File: src/rtl/clk_divider_bank.sv
// Bank of independent runtime-programmable clock dividers with glitch-free divisor changeover.
// Outputs are registered (one edge from inputs); there is no backpressure, and writes are accepted or flagged via wr_err.
module clk_divider_bank #(
  parameter int NUM_CH      = 4,
  parameter int CNT_W       = 27,
  parameter int DEFAULT_DIV = 100_000,
  localparam int SEL_W      = (NUM_CH > 1) ? $clog2(NUM_CH) : 1
) (
  input  logic              CLK100MHZ,
  input  logic              RESET,
  input  logic [NUM_CH-1:0] ch_en,
  input  logic              div_wr,
  input  logic [SEL_W-1:0]  div_sel,
  input  logic [CNT_W-1:0]  div_data,
  input  logic              sync_all,
  output logic [NUM_CH-1:0] clk_out,
  output logic [NUM_CH-1:0] tick,
  output logic              wr_err
);

  localparam logic [CNT_W-1:0] DEF_P      = CNT_W'(DEFAULT_DIV);
  localparam logic [SEL_W:0]   NUM_CH_EXT = (SEL_W+1)'(NUM_CH);

  logic wr_ok;

  // Selector is widened by one bit so the range check stays meaningful for power-of-two banks.
  assign wr_ok = div_wr && (div_data >= CNT_W'(2)) && ({1'b0, div_sel} < NUM_CH_EXT);

  always_ff @(posedge CLK100MHZ) begin
    if (RESET) begin
      wr_err <= 1'b0;
    end else begin
      wr_err <= div_wr && !wr_ok;
    end
  end

  for (genvar i = 0; i < NUM_CH; i++) begin : g_ch
    logic [CNT_W-1:0] ctr;
    logic [CNT_W-1:0] per;
    logic [CNT_W-1:0] per_n;
    logic [CNT_W-1:0] hi_len;
    logic             pf;
    logic             clk_q;
    logic             tick_q;
    logic             wr_hit;

    assign hi_len = per - (per >> 1);
    assign wr_hit = wr_ok && (div_sel == SEL_W'(i));

    always_ff @(posedge CLK100MHZ) begin
      if (RESET) begin
        ctr    <= '0;
        per    <= DEF_P;
        per_n  <= DEF_P;
        pf     <= 1'b0;
        clk_q  <= 1'b0;
        tick_q <= 1'b0;
      end else begin
        if (!ch_en[i]) begin
          ctr    <= '0;
          clk_q  <= 1'b0;
          tick_q <= 1'b0;
          if (pf) begin
            per <= per_n;
            pf  <= 1'b0;
          end
        end else if (sync_all) begin
          // sync acts as a wrap whose phase-0 cycle is this edge
          ctr    <= CNT_W'(1);
          clk_q  <= 1'b1;
          tick_q <= 1'b1;
          if (pf) begin
            per <= per_n;
            pf  <= 1'b0;
          end
        end else begin
          clk_q  <= (ctr < hi_len);
          tick_q <= (ctr == '0);
          if (ctr >= per - CNT_W'(1)) begin
            ctr <= '0;
            if (pf) begin
              per <= per_n;
              pf  <= 1'b0;
            end
          end else begin
            ctr <= ctr + CNT_W'(1);
          end
        end
        // A write on a wrap edge lands after the wrap consumed the old pending value.
        if (wr_hit) begin
          per_n <= div_data;
          pf    <= 1'b1;
        end
      end
    end

    assign clk_out[i] = clk_q;
    assign tick[i]    = tick_q;
  end

endmodule

File: config.mk
export PLATFORM = sky130hd
export DESIGN_NAME = clk_divider_bank
export DESIGN_NICKNAME = d
export VERILOG_FILES = /design/src/rtl/clk_divider_bank.sv
export SDC_FILE = /design/constraint.sdc
export NUM_CORES = 1
export LEC_CHECK = 0
export CORE_ASPECT_RATIO = 0.7
export CORE_MARGIN = 2
export CORE_UTILIZATION = 25
export CTS_BUF_LIST = sky130_fd_sc_hd__clkbuf_4
export CTS_CLUSTER_DIAMETER = 120
export CTS_CLUSTER_SIZE = 12
export DETAILED_ROUTE_END_ITERATION = 6
export SETUP_SLACK_MARGIN = 0.3
export SLEW_MARGIN = 20
export SYNTH_ARGS = -nofsm -noshare
export SYNTH_HDL_FRONTEND = slang
export SYNTH_SLANG_ARGS = --single-unit
export TNS_END_PERCENT = 10
File: constraint.sdc
create_clock -name CLK100MHZ -period 4.9 [get_ports CLK100MHZ]
set_input_delay 0.98 -clock CLK100MHZ [delete_from_list [all_inputs] [get_ports CLK100MHZ]]
set_output_delay 0.98 -clock CLK100MHZ [all_outputs]
set_load 0.01 [all_outputs]
Word level (Yosys, flattened, before mapping) --
Cells that the tools add are included.
Storage, ports and cells: logic and storage cells 133, register bits 337
Cells by class: magnitude comparators 9, bitwise gates (word level) 4, eq/ne operators 11, muxes and demuxes 48, reduce and logical (&&, ||, !) cells 20, add/sub/neg operators 12
Operators by type and width (count):
- two-way mux 27 bit | 16
- adder 27 x 1 -> 27 bit (second input constant) | 4
- >= comparator 27 bit | 4
- zero test 27 bit | 4
- less-than comparator 27 bit | 4
- subtractor 27 x 1 -> 27 bit (second input constant) | 4
- subtractor 27 x 26 -> 27 bit | 4
- two-way mux 1 bit | 32
- >= comparator 27 x 2 -> 1 bit (second input constant) | 1
- inequality test 4 x 1 -> 1 bit (second input constant) | 4
- OR reduction 4 bit | 4
- inequality test 3 x 1 -> 1 bit (second input constant) | 4
- OR reduction 2 bit | 4
- logical AND 1 bit | 6
- equality test 2 bit (second input constant) | 2
- inverter 1 bit | 4
- equality test 2 x 1 -> 1 bit (second input constant) | 1
- zero test 2 bit | 1
- zero test 1 bit | 1

Longest topological paths before layout --
depth after elaboration 6, mapped depth 21

Worst setup path before layout --
OpenSTA, ideal clock, no wires.
path type reg2reg, from reg g_ch[3].per[1], to reg g_ch[3].per[11], data required time 4772 ps, data arrival time 3953 ps, slack 820 ps, library setup time 128 ps, buffers on the path 2, cell stages (with the launch flop) 21, path through dfxtp_1 > inv_1 > ha_1 > o211ai_1 > a21boi_0 > o211ai_1 > a41oi_1 > o211ai_1 > a21boi_0 > xnor2_1 > ha_1 > nand4_1 > nor4_1 > a21oi_1 > o211a_1 > o211a_1 > a31o_1 > buf_2 > buf_2 > mux2i_1 > nor2_1
On the way: word-level cells in the longest chain between the ends 3
Ends and longest elaborated chain:
- start, declared | line 39 | logic [CNT_W-1:0] per;
- start signal, assigned | line 64 | per <= per_n;
- start signal, assigned | line 73 | per <= per_n;
- start signal, assigned | line 82 | per <= per_n;
- subtractor 27 x 1 -> 27 bit | line 79 | if (ctr >= per - CNT_W'(1)) begin
- >= comparator 27 bit | line 79
- inequality test 3 x 1 -> 1 bit (no source line)
Every way passes these cells. A chain may end at the register's enable or synchronous reset.

Worst setup path in the final report --
from reg g_ch[1].per[2], to reg g_ch[1].per[12]
On the way: word-level cells in the longest chain between the ends 3
Ends and longest elaborated chain (line):
- start, declared | 39
- start signal, assigned | 64
- start signal, assigned | 73
- start signal, assigned | 82
- subtractor 27 x 1 -> 27 bit | 79
- >= comparator 27 bit | 79
- inequality test 3 x 1 -> 1 bit (no source line)
Every way passes these cells.

==> results.py <==
metrics = {
    "grt": {
        "grt_start_max_net_pins": 82,
        "remaining_overflow_grt": 0,
        "wire_length_of_the_first_global_routing_pass_mm": 115.1,
        "grt_antenna_before_repair": 8,
        "number_of_global_route_vias_before_repair": 20020,
        "grt.total_usage_pct": 12.95,
    },
    "detailed_routing": {
        "route.detailed.vias_per_inst": 4.747,
        "route.detailed.wl_per_inst_um": 15.91,
        "detailedRoute.firstIterationViolations": 1831,
        "drt_pre_antenna_iters": 6,
        "route.detailed.drc": 0,
        "wl_mm": 74.43,
        "final_antenna_net_count": 0,
        "route.vias.total": 22210,
    },
    "timing": {
        "finalClockSkew_ns": 0.05168,
        "setup_total_negative_slack_ns": 0,
        "final_setup_vio_count": 0,
        "final_layout_worst_hold_slack_ns": 0.4472,
        "slew_headroom_pct": 24.94,
        "fmax_mhz": 223.3,
        "timing_worst_slew_pin_value_ns": 1.126,
        "post-route-min-period_ns": 4.478,
        "fin_crit_sh_pct": 91.38,
        "rsz0062_at_grt": "yes",
        "hold_viol": 0,
        "timing_max_transition_violations_final": 0,
    },
    "yosys": {
        "synth_seq_cells": 337,
        "synth.distinct_cells": 88,
        "post_synth.cell_area_avg_um2": 8.541,
        "number_of_synthesized_flops_with_an_enable_pin": 0,
        "post_synth_instance_area_um2": 27070,
        "syn-instance-count": 3169,
        "synth_area_leaders": "dfxtp_1 25%, ha_1 23%, xnor2_1 6.7%",
        "biggest_area_consumer_among_synthesized_cells": "dfxtp_1",
        "postSynth.topFlopCell": "dfxtp_1",
        "yosys.area.top_type_share_pct": 24.92,
        "ys_seq_area_share_pct": 24.92,
        "ys.warnings.count": 0,
        "synth.net_count": 3702,
        "async_flop_share_pct": 0,
    },
    "setup_path": {
        "crit_type": "flip-flop to flip-flop",
        "crit_start": "g_ch[1].per[2]",
        "timing.critical_path.fanout_max": 8,
        "startpoint_type": "flip-flop",
        "worst-endpoint-required_ns": 5.62,
        "crit-reg2reg-launch": "g_ch[1].per[2]",
        "end_kind": "flip-flop",
        "worstPathArrival_ns": 5.20,
    },
    "finish": {
        "design.final.nets": 3779,
        "post_route_cells_drive_above_1_share_pct": 5.848,
        "postLayoutCellArea_um2": 30070,
        "final_cell_utilization_of_the_core_pct": 28.14,
        "flow.area_growth_from_synthesis_pct": 11.08,
    },
    "clock_tree": {
        "clockRootBuffer": "clkbuf_4",
        "clock_latency_ns": 0.78,
        "worst_setup_hold_path_clk_slew_ns": 0.15,
        "h-tree-depth": 2,
        "cts_num_sinks": 337,
        "cts_buffers": 34,
        "cts_tree": "built",
        "ctsLongestPathBuffers": 3,
    },
    "pwr": {
        "power_leakage_nw": 12.66,
        "irDropWorstVdd_uv": 150.3,
        "power_density_nw_per_um2": 162.4,
    },
    "hold_path": {
        "start_point_of_the_worst_min_delay_path": "g_ch[2].per_n[9]",
        "hp-class": "flip-flop to flip-flop",
    },
    "run_status": {
        "status": "finished, final reports clean",
    },
    "placement": {
        "place_area_um2": 29450,
        "hpwl_mm": 59.17,
        "port_buffers": 45,
        "place.gp.congestion": 0.8860,
    },
    "die": {
        "pin_count": 46,
        "chipWidth_um": 397.3,
        "floorplan.core_area_um2": 106900,
        "die_height_um": 279.3,
        "rows": 100,
        "initial_core_util_pct": 25.33,
        "dieArea_um2": 111000,
    },
    "run": {
        "maxCapViolations": 0,
    },
}
## critical path, cell delays in order, from the launching register on
cell	delay [ns]
dfxtp_1	0.38
inv_2	0.12
ha_1	0.15
nor2b_2	0.21
o211ai_1	0.16
a21boi_2	0.24
o221a_4	0.24
a41oi_2	0.20
a211o_1	0.37
a21boi_1	0.18
xnor2_1	0.11
ha_1	0.33
nand3_1	0.09
nor2_2	0.15
nand3_2	0.12
nor3_2	0.21
o31ai_1	0.15
and4_2	0.31
nor3b_4	0.36
buf_6	0.20
a22o_1	0.12
## layout by cell type, fill, tap and decap left out, drive strengths merged, types with 71 or more instances in the layout
cell   instances
nor2         397
a21oi        179
buf           74
xor2          85
xnor2        206
ha           492
mux2i        128
dfxtp        337
nand3         71
nand2        177
inv          259
o21ai         73
## power by group
| part | total [W] | internal [W] | switching, W |
|---|---|---|---|
| logic | 0.000698 | 0.000280 | 0.000418 |
| clock network | 0.00136 | 0.000361 | 0.00100 |
| registers | 0.00282 | 0.00279 | 0.0000318 |
## metal layers
metal,global-route usage [%],share of wire (%),vias up,wire [um]
met4,1.408,0.80,8,596
met1,21.76,57,10390,42160
met3,3.054,7.8,53,5794
li1,-,-,11230,-
met5,0,0.063,-,47
met2,16.13,35,535,25830
## metrics by stage
step                cells  power [W]  setup slack [ns]
floorplan            3169   0.003301            0.8199
global placement     4618   0.003548            0.2862
detailed placement   4618   0.003554            0.2247
CTS                  4658   0.004917            0.2795
global route         4678   0.005103            0.1552
finish               4679   0.004882            0.4225
## state kept, by name, summed over array words and instances, names as in the netlist
name,flops
g_ch.clk_q,4
wr_err,1
g_ch.per_n,108
g_ch.per,108
g_ch.tick_q,4
g_ch.ctr,108
g_ch.pf,4
## timing repair
action                                  CTS  global route
hold buffers                              0             0
pin swaps                                 1            17
endpoints found under the setup margin   77           217
setup buffers                             1            18
cloned                                    0             1
resized for setup                         6            43
## Yosys cell counts, types with 41 or more instances
cell type and number:
nor2_1 396, nand3_1 71, mux2i_1 128, ha_1 492
dfxtp_1 337, inv_1 258, a21o_1 68, a21oi_1 179
o21ai_0 66, clkbuf_1 41, nand4_1 46, xnor2_1 206
nor3_1 50, nor2b_1 52, nand2_1 177, xor2_1 85
## cell families after synthesis
family                     Yosys count  synth area share, %
AOI/OAI and AO/OA                  606                15.64
DFF                                337                24.92
muxes                              129                4.775
adders and majority gates          496                23.04
xor gates and xnor gates           291                9.416
buffers and inverters              336                4.983
and+or+nand+nor                    974                17.22
## worst paths after layout
path                           to  slack [ns]  depth (start not counted)
setup reg to reg  g_ch[1].per[12]        0.42                         20
setup / recovery  g_ch[1].per[12]        0.42                         20
hold / removal     g_ch[2].per[9]        0.45                          1
hold reg to reg    g_ch[2].per[9]        0.45                          1
## final cells by class
type	instances	area, um2
clock inverters	1	11.26
inverters	259	972.2
fillers	11520	76790
well taps	1428	1787
clock buffers	38	285.3
multi-input cells	2496	19150
diodes	2	5.005
flip-flops and latches	337	6753
repair buffers	118	1099
Note: power is estimated with default switching activity, not from simulation.
